**config.mk**
```make
export PLATFORM = sky130hd
export DESIGN_NAME = logic_gate_unit
export DESIGN_NICKNAME = d
export VERILOG_FILES = /design/src/rtl/logic_gate_pkg.sv /design/src/rtl/gate_op_core.sv /design/src/rtl/logic_gate_unit.sv
export SDC_FILE = /design/constraint.sdc
export NUM_CORES = 1
export LEC_CHECK = 0
export ABC_AREA = 1
export CORE_MARGIN = 3
export CORE_UTILIZATION = 50
export DETAILED_ROUTE_END_ITERATION = 12
export GPL_TIMING_DRIVEN = 0
export PLACE_DENSITY = 0.8
export SLEW_MARGIN = 0
export SYNTH_ARGS = -nofsm -noshare
export SYNTH_HDL_FRONTEND = slang
export SYNTH_SLANG_ARGS = --single-unit
```
**constraint.sdc**
```tcl
create_clock -name clk -period 1.75 [get_ports clk]
set_clock_uncertainty 0.2 [all_clocks]
set_input_delay 0.175 -clock clk [delete_from_list [all_inputs] [get_ports clk]]
set_output_delay 0.175 -clock clk [all_outputs]
set_load 0.01 [all_outputs]
```
**src/rtl/logic_gate_pkg.sv**
```systemverilog
// rtl/logic_gate_pkg.sv - shared op codes, modes and FSM encoding for logic_gate_unit
//
// Purpose: constants and the state type shared by gate_op_core and logic_gate_unit.
// Contents: OP_AND..OP_PASS op codes, MODE_PAIR/MODE_RED, state_t, needs_invert().

package logic_gate_pkg;

    localparam logic [2:0] OP_AND  = 3'd0;
    localparam logic [2:0] OP_OR   = 3'd1;
    localparam logic [2:0] OP_XOR  = 3'd2;
    localparam logic [2:0] OP_NAND = 3'd3;
    localparam logic [2:0] OP_NOR  = 3'd4;
    localparam logic [2:0] OP_XNOR = 3'd5;
    localparam logic [2:0] OP_NOTA = 3'd6;
    localparam logic [2:0] OP_PASS = 3'd7;

    localparam logic MODE_PAIR = 1'b0;
    localparam logic MODE_RED  = 1'b1;

    typedef enum logic [1:0] {
        S_IDLE = 2'd0,
        S_ACC  = 2'd1,
        S_OUT  = 2'd2
    } state_t;

    // Ops whose final result is the complement of their base operation.
    function automatic logic needs_invert(input logic [2:0] o);
        return (o == OP_NAND) || (o == OP_NOR) || (o == OP_XNOR) || (o == OP_NOTA);
    endfunction

endpackage

```
**src/rtl/gate_op_core.sv**
```systemverilog
// rtl/gate_op_core.sv - combinational bitwise operator shared by pairwise, fold and finish paths
//
// Purpose: r = base(op)(x, z), optionally complemented for the inverting ops.
// Ports:
//   x, z       WIDTH-bit operands (x is the "A" side; NOT-A/PASS-A select x)
//   op         3-bit op code
//   invert_en  1 applies the complement for NAND/NOR/XNOR/NOT-A, 0 gives the base op only
//   r          WIDTH-bit result

module gate_op_core
    import logic_gate_pkg::*;
#(
    parameter int WIDTH = 8
) (
    input  logic [WIDTH-1:0] x,
    input  logic [WIDTH-1:0] z,
    input  logic [2:0]       op,
    input  logic             invert_en,
    output logic [WIDTH-1:0] r
);

    logic [WIDTH-1:0] base;

    always_comb begin
        base = x;
        case (op)
            OP_AND,  OP_NAND: base = x & z;
            OP_OR,   OP_NOR:  base = x | z;
            OP_XOR,  OP_XNOR: base = x ^ z;
            default:          base = x;
        endcase
        r = (invert_en && needs_invert(op)) ? ~base : base;
    end

endmodule

```
**src/rtl/logic_gate_unit.sv**
```systemverilog
// rtl/logic_gate_unit.sv - registered bitwise logic unit with pairwise and multi-beat reduce modes
//
// Purpose: applies one of eight bitwise ops to a/b, or folds a frame of a beats into one result.
// Ports:
//   clk, rst                         clock, asynchronous active-high reset
//   in_valid/in_ready                input handshake; a, b, op, mode, in_last are the beat
//   out_valid/out_ready              output handshake; y is the result, out_count the beats folded

module logic_gate_unit
    import logic_gate_pkg::*;
#(
    parameter int WIDTH = 8,
    parameter int CNT_W = 4
) (
    input  logic             clk,
    input  logic             rst,
    input  logic             in_valid,
    output logic             in_ready,
    input  logic [WIDTH-1:0] a,
    input  logic [WIDTH-1:0] b,
    input  logic [2:0]       op,
    input  logic             mode,
    input  logic             in_last,
    output logic             out_valid,
    input  logic             out_ready,
    output logic [WIDTH-1:0] y,
    output logic [CNT_W-1:0] out_count
);

    localparam logic [CNT_W-1:0] CNT_ONE = CNT_W'(1);

    state_t           state_q, state_d;
    logic [WIDTH-1:0] y_q, y_d;
    logic [WIDTH-1:0] acc_q, acc_d;
    logic [CNT_W-1:0] out_cnt_q, out_cnt_d;
    logic [CNT_W-1:0] cnt_q, cnt_d;
    logic [2:0]       op_q, op_d;

    logic             accept;
    logic [CNT_W-1:0] cnt_inc;
    logic [WIDTH-1:0] pair_r, fold_r, g_src, g_r;
    logic [2:0]       g_op;

    assign in_ready  = (state_q != S_OUT) || out_ready;
    assign accept    = in_valid && in_ready;
    assign out_valid = (state_q == S_OUT);
    assign y         = y_q;
    assign out_count = out_cnt_q;

    assign cnt_inc = (&cnt_q) ? cnt_q : cnt_q + CNT_ONE;

    gate_op_core #(.WIDTH(WIDTH)) u_pair (
        .x(a), .z(b), .op(op), .invert_en(1'b1), .r(pair_r)
    );

    // a sits on the x side so NOT-A/PASS-A folds keep the latest beat.
    gate_op_core #(.WIDTH(WIDTH)) u_fold (
        .x(a), .z(acc_q), .op(op_q), .invert_en(1'b0), .r(fold_r)
    );

    // Finishing step: a first-and-last beat finishes a itself, otherwise the folded acc.
    assign g_src = (state_q == S_ACC) ? fold_r : a;
    assign g_op  = (state_q == S_ACC) ? op_q : op;

    gate_op_core #(.WIDTH(WIDTH)) u_g (
        .x(g_src), .z(g_src), .op(needs_invert(g_op) ? OP_NOTA : OP_PASS),
        .invert_en(1'b1), .r(g_r)
    );

    always_comb begin
        state_d   = state_q;
        y_d       = y_q;
        out_cnt_d = out_cnt_q;
        acc_d     = acc_q;
        cnt_d     = cnt_q;
        op_d      = op_q;
        case (state_q)
            S_ACC: begin
                if (accept) begin
                    acc_d = fold_r;
                    cnt_d = cnt_inc;
                    if (in_last) begin
                        y_d       = g_r;
                        out_cnt_d = cnt_inc;
                        state_d   = S_OUT;
                    end
                end
            end
            default: begin
                // S_IDLE and S_OUT: when the result is drained, a new beat may start
                // in the same cycle.
                if ((state_q == S_OUT) && out_ready) begin
                    state_d = S_IDLE;
                end
                if (accept) begin
                    if (mode == MODE_PAIR) begin
                        y_d       = pair_r;
                        out_cnt_d = CNT_ONE;
                        state_d   = S_OUT;
                    end else begin
                        op_d  = op;
                        acc_d = a;
                        cnt_d = CNT_ONE;
                        if (in_last) begin
                            y_d       = g_r;
                            out_cnt_d = CNT_ONE;
                            state_d   = S_OUT;
                        end else begin
                            state_d = S_ACC;
                        end
                    end
                end
            end
        endcase
    end

    always_ff @(posedge clk or posedge rst) begin
        if (rst) begin
            state_q   <= S_IDLE;
            y_q       <= '0;
            out_cnt_q <= '0;
            acc_q     <= '0;
            cnt_q     <= '0;
            op_q      <= OP_AND;
        end else begin
            state_q   <= state_d;
            y_q       <= y_d;
            out_cnt_q <= out_cnt_d;
            acc_q     <= acc_d;
            cnt_q     <= cnt_d;
            op_q      <= op_d;
        end
    end

endmodule

```
==> impl_metrics.ini, run 1 <==
[outcome]
status = complete, but fails checks
violations = negative setup slack

[pwr]
pwr_density_cell_nw_per_um2 = 913
p_leak_nw = 2.07
power_mw = 3.49
ir_drop_mv = 0.494

[hold_path]
hold_depth = 2
min-delay-path-class = input pin to register

[global_routing]
grt_pass1_wl_mm = 13.3
grt_pass1_vias = 3105
antenna_found_initial = 0
grt_max_degree = 30
gr-total-overflow = 0
grt_usage = 0.254

[timing]
max_slew_margin = 0.219
fin_setup_tns_ns = -0.607
fin_crit_sh = 1.07
tightest_slew_ns = 1.17
slew_violations = 0
fin_crit_ns = 1.88
hold_violations = 0
max_freq_mhz = 533
setup_viol = 8
holdWs_ns = 0.0568
setup_ws_ns = -0.127
rsz0062_at_grt = true

[synth]
synth_edf_count = 0
seq_area_frac_synth = 0.249
ys_types = 25
synth_top_area_cell = dfrtp_1
syn_inst = 466
syn_nets = 524
mappedNetlistArea_um2 = 2920
synthArstFlopShare = 1.00
synth_warnings = 0
synthTopCellsByCount = nand2_1, inv_1, nand3_1
ys_ff_latch = 29
yosysMostFrequentCell = nand2_1
ys_top_cells_by_area = dfrtp_1, nand2_1, ha_1
synth_top_area_share = 0.249
syn_area_per_cell_um2 = 6.27
ys.flop_type = dfrtp_1

[layout]
drive_gt1_frac = 0.175
utilization = 0.686
diodes = 0
area_growth_pct = 30.9
fillCellCount = 480
fin_cells = 599
fin_nets = 584
design_area_um2 = 3820

[floorplan]
pin_count = 39
die_y_um = 82.4
die_w_um = 82.4
start_util = 0.524
core_um2 = 5570
dieArea_um2 = 6790
rows = 27

[cts]
clk_latency_ns = 0.30
htreeDepth = 2
clock_path_buffers = 2
clk_pin_slew_worst_paths_ns = 0.07
cts_tree = built
numCtsBuffers = 5
cts-root-buf = clkbuf_8
clock-sinks = 29

[route]
first_pass_iters = 5
postRouteAntennaNets = 0
drcViolationCount = 0
drt-total-wl_mm = 8.85
vias_per_cell = 5.66
vias = 3388
drt-initial-drc-count = 259
wl_per_cell_um = 14.8

[worst_setup_path]
cp-start-kind = register
r2r-end = y[7]
cp_max_fo = 8
critical_path.startpoint = op_q[1]
r2r_cells = 10
crit_path_end = y[7]
timing.rr.start = op_q[1]
rrSetupSlack_ns = -0.13
crit_required_ns = 1.74
path_class = register to register
arrival_ns = 1.87
setup.worst_path.end_class = register

[placement]
gp_congestion = 0.898
dp_hpwl_mm = 5.85
place_ws_ns = -0.579
dp_cells = 575
placed_area_um2 = 3380
numPortBuffers = 37

[job]
maxCapViolCount = 0
## power breakdown
part	internal (mW)	total [mW]	switching (mW)	leakage, nW
logic	0.767	1.89	1.12	1.67
registers	0.846	1.03	0.183	0.357
clock network	0.274	0.574	0.300	0.0439
total	1.89	3.49	1.60	2.07
## cell type report
| type | count | area (µm²) | share of cell area |
|---|---|---|---|
| Sequential cell | 29 | 729 | 0.191 |
| Buffer | 7 | 61.3 | 0.0160 |
| Clock buffer | 5 | 68.8 | 0.0180 |
| Clock inverter | 3 | 17.5 | 0.00458 |
| Inverter | 77 | 303 | 0.0792 |
| Timing Repair Buffer | 52 | 518 | 0.135 |
| Tap cell | 72 | 90.1 | 0.0236 |
| Multi-Input combinational cell | 354 | 2040 | 0.532 |
## cells in the final DEF (no fill, tap or decap), drive strengths merged, types with 4 or more instances in the layout
master and n:
clkbuf 5, clkdlybuf4s50 27, dfrtp 29, nand4 24, dlymetal6s2s 5, dlygate4sd2 5
nand2 196, ha 33, nor2 6, nand3 40, inv 75, o21ai 30
a21oi 20, buf 22, clkinv 4
## metal layers
| metal | share of wire | up-vias | global-route usage | wire [µm] |
|---|---|---|---|---|
| li1 | - | 1610 | - | - |
| met1 | 0.39 | 1595 | 0.290 | 3500 |
| met2 | 0.49 | 146 | 0.451 | 4350 |
| met3 | 0.075 | 37 | 0.0499 | 665 |
| met4 | 0.039 | 0 | 0.118 | 345 |
| met5 | 0 | - | 0 | 0 |
## critical path, stage by stage (launching register included)
cell	delay [ns]
dfrtp_2	0.47
inv_4	0.07
o21ai_4	0.30
buf_6	0.19
nand2_2	0.06
o21ai_2	0.07
nand2_1	0.12
nand3_1	0.10
nand2_1	0.06
nand2_1	0.06
nand2_1	0.05
## state kept, by name, indices dropped and copies added (netlist names)
signal     cells
cnt_q          4
op_q           3
out_count      4
y              8
state_q        2
acc_q          8
## worst min-delay path by stage
stage	startpoint	end
final	in_last	state_q[0]
after global routing	in_last	state_q[0]
after CTS	in_last	state_q[0]
after detailed placement	out_count[0]	out_count[0]
after global placement	out_count[2]	out_count[2]
after floorplan	rst	acc_q[0]
## cells by family after synthesis
kind of cell	count (synthesis)	synth area share
fa+ha+maj	33	0.141
simple gates	266	0.390
compound gates	54	0.106
buf+inv	84	0.114
flops	29	0.249
## repair_timing
| item | 4_1_cts | 5_1_grt |
|---|---|---|
| hold buffers | 0 | 0 |
| resized for setup | 36 | 46 |
| endpoints found under the setup margin | 28 | 27 |
| gates cloned | 1 | 2 |
| pin swaps | 5 | 11 |
| setup buffers | 7 | 6 |
No activity file was read; power rests on OpenSTA's default activity.
==> run 2, diff against run 1 <==
--- a/config.mk
+++ b/config.mk
@@ -11,7 +11,6 @@
 export DETAILED_ROUTE_END_ITERATION = 12
 export GPL_TIMING_DRIVEN = 0
 export PLACE_DENSITY = 0.8
-export SLEW_MARGIN = 0
 export SYNTH_ARGS = -nofsm -noshare
 export SYNTH_HDL_FRONTEND = slang
 export SYNTH_SLANG_ARGS = --single-unit
==> results of run 2 <==
Final layout, timing and power as in run 1 (identical DEF).
